--- config.mk ---
export PLATFORM = sky130hd
export DESIGN_NAME = mux_arbiter
export DESIGN_NICKNAME = d
export VERILOG_FILES = /design/src/rtl/mux_arbiter_pkg.sv /design/src/rtl/mux_arbiter_rr_pick2.sv /design/src/rtl/mux_arbiter.sv
export SDC_FILE = /design/constraint.sdc
export NUM_CORES = 1
export LEC_CHECK = 0
export BUFFER_PORTS_ARGS = -buffer_cell sky130_fd_sc_hd__buf_2
export CAP_MARGIN = 20
export CELL_PAD_IN_SITES_DETAIL_PLACEMENT = 2
export CELL_PAD_IN_SITES_GLOBAL_PLACEMENT = 2
export CORE_UTILIZATION = 24
export DETAILED_ROUTE_END_ITERATION = 7
export PLACE_DENSITY = 0.68
export RECOVER_POWER = 25
export SYNTH_ARGS = -nofsm -noshare
export SYNTH_HDL_FRONTEND = slang
export SYNTH_SLANG_ARGS = --single-unit
export TNS_END_PERCENT = 1
--- constraint.sdc ---
create_clock -name clk -period 1.65 [get_ports clk]
set_input_delay 0 -clock clk [delete_from_list [all_inputs] [get_ports clk]]
set_output_delay 0 -clock clk [all_outputs]
set_load 0.01 [all_outputs]
--- src/rtl/mux_arbiter_pkg.sv ---
// Shared types and constants for the two-source mux arbiter.
package mux_arb_pkg;

  localparam int unsigned CNT_W_DEF = 4;

  localparam logic SRC_A = 1'b0;
  localparam logic SRC_B = 1'b1;

  typedef enum logic {
    IDLE  = 1'b0,
    BURST = 1'b1
  } arb_state_t;

endpackage

--- src/rtl/mux_arbiter_rr_pick2.sv ---
// Two-way round-robin pick: on a tie the requester that did not win last time wins.
module rr_pick2 (
  input  logic req0,
  input  logic req1,
  input  logic last,
  output logic win_valid,
  output logic win_id
);

  always_comb begin
    win_valid = req0 | req1;
    win_id    = 1'b0;
    if (req0 && req1) begin
      win_id = ~last;
    end else if (req1) begin
      win_id = 1'b1;
    end
  end

endmodule

--- src/rtl/mux_arbiter.sv ---
// Round-robin burst arbiter driving the shared mux select, with valid/source tags aligned to y.
module mux_arbiter
  import mux_arb_pkg::*;
#(
  parameter int unsigned CNT_W = CNT_W_DEF
) (
  input  logic             clk,
  input  logic             rst_n,
  input  logic             req0,
  input  logic             req1,
  input  logic [CNT_W-1:0] len0,
  input  logic [CNT_W-1:0] len1,
  output logic             gnt0,
  output logic             gnt1,
  output logic             sel,
  output logic             busy,
  output logic             out_valid,
  output logic             out_src
);

  arb_state_t       state, state_n;
  logic [CNT_W-1:0] cnt, cnt_n;
  logic [CNT_W-1:0] win_len;
  logic             owner, owner_n;
  logic             last, last_n;
  logic             sel_n;
  logic             arb_point;
  logic             win_valid;
  logic             win_id;

  rr_pick2 u_pick (
    .req0      (req0),
    .req1      (req1),
    .last      (last),
    .win_valid (win_valid),
    .win_id    (win_id)
  );

  assign busy = (state == BURST);
  assign gnt0 = busy & (owner == SRC_A);
  assign gnt1 = busy & (owner == SRC_B);

  // Re-arbitrating on the final burst cycle gives back-to-back bursts with no bubble.
  assign arb_point = (state == IDLE) || (cnt == CNT_W'(1));

  always_comb begin
    win_len = (win_id == SRC_B) ? len1 : len0;
    if (win_len == '0) begin
      win_len = CNT_W'(1);
    end
  end

  always_comb begin
    state_n = state;
    cnt_n   = cnt;
    owner_n = owner;
    last_n  = last;
    sel_n   = sel;

    if (state == BURST) begin
      cnt_n = cnt - CNT_W'(1);
    end

    if (arb_point) begin
      if (win_valid) begin
        state_n = BURST;
        cnt_n   = win_len;
        owner_n = win_id;
        last_n  = win_id;
        sel_n   = win_id;
      end else begin
        state_n = IDLE;
      end
    end
  end

  always_ff @(posedge clk or negedge rst_n) begin
    if (!rst_n) begin
      state <= IDLE;
      cnt   <= '0;
      owner <= SRC_A;
      last  <= SRC_B;
      sel   <= SRC_A;
    end else begin
      state <= state_n;
      cnt   <= cnt_n;
      owner <= owner_n;
      last  <= last_n;
      sel   <= sel_n;
    end
  end

  always_ff @(posedge clk or negedge rst_n) begin
    if (!rst_n) begin
      out_valid <= 1'b0;
      out_src   <= SRC_A;
    end else begin
      out_valid <= busy;
      out_src   <= owner;
    end
  end

  a_cnt_live: assert property (@(posedge clk) disable iff (!rst_n)
    (state == BURST) |-> (cnt != '0));

  a_gnt_onehot: assert property (@(posedge clk) disable iff (!rst_n)
    !(gnt0 && gnt1));

endmodule
Yosys cells after proc, flatten, opt, wreduce, memory -nomap -nowiden
Cells that the tools add are included.
Widths: inputs -> output; s select.
{ "op_classes": {"n_mux": 8, "n_mul": 0, "add_sub_neg": 1, "reduce_logical": 4, "div_mod_pow": 0, "n_bitwise": 6, "shifts": 0, "eq_ne": 1, "n_lt_le_gt_ge": 0} }
{ "op_table": {"columns": ["operator", "n"], "rows": [
  ["$mux 4", 5],
  ["$eq 4x1->1 const B", 1],
  ["$logic_not 4->1", 1],
  ["$sub 4x1->4 const B", 1],
  ["$mux 1", 3],
  ["$not 1->1", 3],
  ["$and 1x1->1", 2],
  ["$reduce_and 2->1", 1],
  ["$logic_and 1x1->1", 1],
  ["$logic_or 1x1->1", 1],
  ["$or 1x1->1", 1]
]} }
{ "totals": {"n_memories": 0, "rom_bits": 0, "ramBits": 0, "reg_bits": 9, "latch_bits": 0} }

Longest topological paths before layout
{ "logic_depth": {"ltp_word": 7, "mapped_depth": 6, "depth_no_buf": 6} }

By module
Synthesis repeated with hierarchy kept, for this count alone.
{ "unflattened": {"cells_unflattened": 43, "area_unflattened_um2": 544.3} }
{ "modules_own_cells": {"columns": ["module", "n_inst", "area_each_um2", "seq_area_each_um2", "cells_per_inst"], "rows": [
  ["mux_arbiter", 1, 530.5, 226.5, 41],
  ["rr_pick2", 1, 13.8, 0.0, 2]
]} }

Worst setup path before layout
No wires, ideal clock.
{ "synth_path": {"path_kind": "register to register", "from": "register cnt[1]", "to": "register cnt[0]", "n_path_buf": 0, "required_time_ns": 1.525, "setup_ns": 0.125, "path_slack_ns": 0.054, "path_stages_with_launch": 6, "arrival_ns": 1.471, "cell_sequence": "dfrtp_1 > inv_1 > ha_1 > or3b_4 > a21oi_4 > mux2_4"} }
{ "synth_between": {"elab_chain_cells": 3} }
{ "synth_rtl": {"columns": ["item", "line", "text"], "rows": [
  ["from (decl)", "mux_arbiter.sv:22", "logic [CNT_W-1:0] cnt, cnt_n;"],
  ["from (signal assigned)", "mux_arbiter.sv:86", "cnt <= cnt_n;"],
  ["$eq 4x1->1", "mux_arbiter.sv:44", "assign arb_point = (state == IDLE) || (cnt == CNT_W'(1));"],
  ["$logic_or 1x1->1", "mux_arbiter.sv:44", null],
  ["$mux 4", "mux_arbiter.sv:64", "if (arb_point) begin"],
  ["net cnt_n[0]", "mux_arbiter.sv:22", null]
]} }
The timed path passes the listed nets, and every way through them passes these cells.
A chain may end at the register's enable or synchronous reset.

Worst setup path in the final report
Same ends and word-level chain as after synthesis.

==> key figures <==
Global routing
  – Largest net degree at the start of global routing: 10
  – Initial antenna violation count: 0
  – Number of global-route vias before repair: 434
  – Grt total ovfl: 0
  – First-pass GRT wire length: 1960 um
  – Tot GR Track Use: 13.6%

Worst hold path
  – Hold path startpoint: len0[1]
  – Hold EP: cnt[1]
  – Hold WC Path Type: in -> reg
  – Hold path depth: 3

Place
  – Pre-CTS WS: 20.6 ps
  – Port buffer count: 17
  – Placed inst area: 631 um2
  – Hpwl dp: 1010 um
  – Placed cell count: 93
  – RD Place Congestion: 0.644

Die
  – Initial Utilization: 25.5%
  – Row count: 16
  – Chip Width: 47.4 um
  – Die area: 2240 um2
  – Core Area: 1940 um2
  – Die Y: 47.4 um
  – Ports: 18

Worst setup path
  – CP Launch Type: register
  – Critical path startpoint: cnt[1]
  – RR Endpoint: cnt[0]
  – Crit path capture type: register
  – Critical Path AT: 1720 ps
  – Setup CP Type: reg -> reg
  – R2r setup slk: 80 ps
  – Reg2Reg Depth: 5
  – Crit-path max FO: 3
  – Reg2reg start: cnt[1]
  – Crit path required time: 1800 ps

Routing
  – TritonRoute pass-1 iters: 3
  – Routed Antenna Nets: 0
  – Via density: 4.38
  – DRC Markers: 0
  – Initial DRC count: 2
  – Vias: 438
  – Post-Route WL: 1220 um
  – Avg WL per Cell: 12.2 um

Clock tree
  – Clk slew on worst S/H paths: 70 ps
  – # clock sinks: 9
  – Root Buffer: clkbuf_4
  – CTS Buf Count: 3
  – Max clock buf depth: 2
  – H-Tree Depth: 1
  – CTS tree: yes
  – Worst-skew pair later-pin latency: 270 ps

Power
  – Power Density: 1600 nW/um2
  – Pwr Total: 1.10 mW
  – Pleak: 0.326 nW
  – Worst VDD drop: 651 uV

Timing
  – Max-Slew Margin vs Limit: 67.6%
  – Final setup violating endpoints: 0
  – Highest clock rate: 0.637 GHz
  – Crit share post-route: 95.2%
  – Clk_skew: 11.2 ps
  – Post-route setup slack: 80.0 ps
  – Fin Hold WS: 80.6 ps
  – Final Max Tran Viols: 0
  – Unrepaired setup endpoints after global routing: no
  – Measured slew at the worst slew-check pin: 486 ps
  – Setup TNS: 0 ps
  – Min cycle time layout: 1570 ps
  – Final Hold Fails: 0

Cells and area
  – Cell Count, Final, Fillers Out: 100
  – Layout area overhead: 39.7%
  – Final Core Density: 35.6%
  – Fin area: 691 um2
  – Most frequent cells in the layout: 16 x buf_2, 8 x dfrtp_1, 5 x nor2_1, 5 x a21oi_1
  – Commonest non-fill, non-tap cell in the layout: buf_2
  – NumNets Final: 88
  – Diodes inserted: 0
  – Layout cell share with drive strength beyond 1: 39.7%

Yosys
  – Syn. warnings: 0
  – Syn Inst Count: 47
  – Yosys cell types: 21
  – Synthesized Nets: 61
  – Post-synth EDFFs: 0
  – Mapped Avg Cell Area: 10.5 um2
  – Number of synthesized register bits: 9
  – Register area share after synthesis: 45.8%
  – Cell Area, Synth: 494 um2
  – Fraction of registers with async set or reset after synthesis: 100%
  – Post-synth top flop: dfrtp_1

Run
  – Max-cap violations: 0

Status
  – Outcome: finished clean
==> synth_stat cells, types with 2 or more instances <==
cell type | n | area share [%]
dfrtp_1 | 8 | 41
xor2_1 | 2 | 3.5
mux2i_1 | 4 | 8.1
nor3_1 | 3 | 3.0
inv_1 | 2 | 1.5
nor2_1 | 5 | 3.8
nand2_1 | 4 | 3.0
ha_1 | 2 | 5.1
a21oi_1 | 5 | 5.1
==> power by group <==
group | leakage [nW] | internal (mW) | switching [mW] | total (mW)
logic | 0.209 | 0.260 | 0.272 | 0.532
registers | 0.0989 | 0.327 | 0.0753 | 0.402
clock network | 0.0177 | 0.0894 | 0.0806 | 0.170
total | 0.326 | 0.676 | 0.428 | 1.10
==> flip-flops by register name, summed over array words and instances, names as in the netlist <==
name / flops
out_valid: 1
cnt: 4
out_src: 1
last: 1
owner: 1
busy: 1
==> worst max path at each step <==
stage | to | slack (ps) | cells past startpoint
global route | cnt[0] | 20 | 5
finish | cnt[0] | 80 | 5
global placement | cnt[0] | 100 | 5
floorplan | cnt[0] | 50 | 5
CTS | cnt[2] | 4 | 7
detailed placement | cnt[0] | 20 | 5
==> cell families (layout without fill, tap and decap cells) <==
kind of cell	count (synthesis)	in the layout	synth area share, %
buffers and inverters	3	29	2.53
DFF	9	9	45.8
muxes	5	5	11.1
adders and majority gates	2	2	5.06
xor gates and xnor gates	3	3	5.32
and+or+nand+nor	16	16	16.5
AOI/OAI and AO/OA	9	9	13.7
==> cell type report <==
type | count | area [um2]
Clock buffer | 3 | 22.5
Clock inverter | 1 | 5.00
Timing Repair Buffer | 23 | 140
Sequential cell | 9 | 226
Tap cell | 27 | 33.8
Multi-Input combinational cell | 35 | 255
Inverter | 2 | 7.51
Fill cell | 234 | 1250
==> repair_timing <==
action | in CTS | in global routing
setup buffers | 0 | 0
hold endpoints to repair | 11 | 0
hold buffers | 3 | 0
gates resized for setup | 0 | 2
setup endpoints to repair | 0 | 5
==> metal layers <==
layer  track usage [%]  share of wire, %  wire length [um]
met4              10.3               3.8                46
met5                 0                 0                 0
met2              22.2                50               616
met3              3.85               4.0                49
met1              14.7                42               510
==> worst max-delay path: stages, from the launching register on <==
cell and delay [ps]:
dfrtp_1 390, inv_2 80, ha_1 130, or3b_4 390, a21oi_4 160, mux2_4 320
No activity file was read; power rests on OpenSTA's default activity.
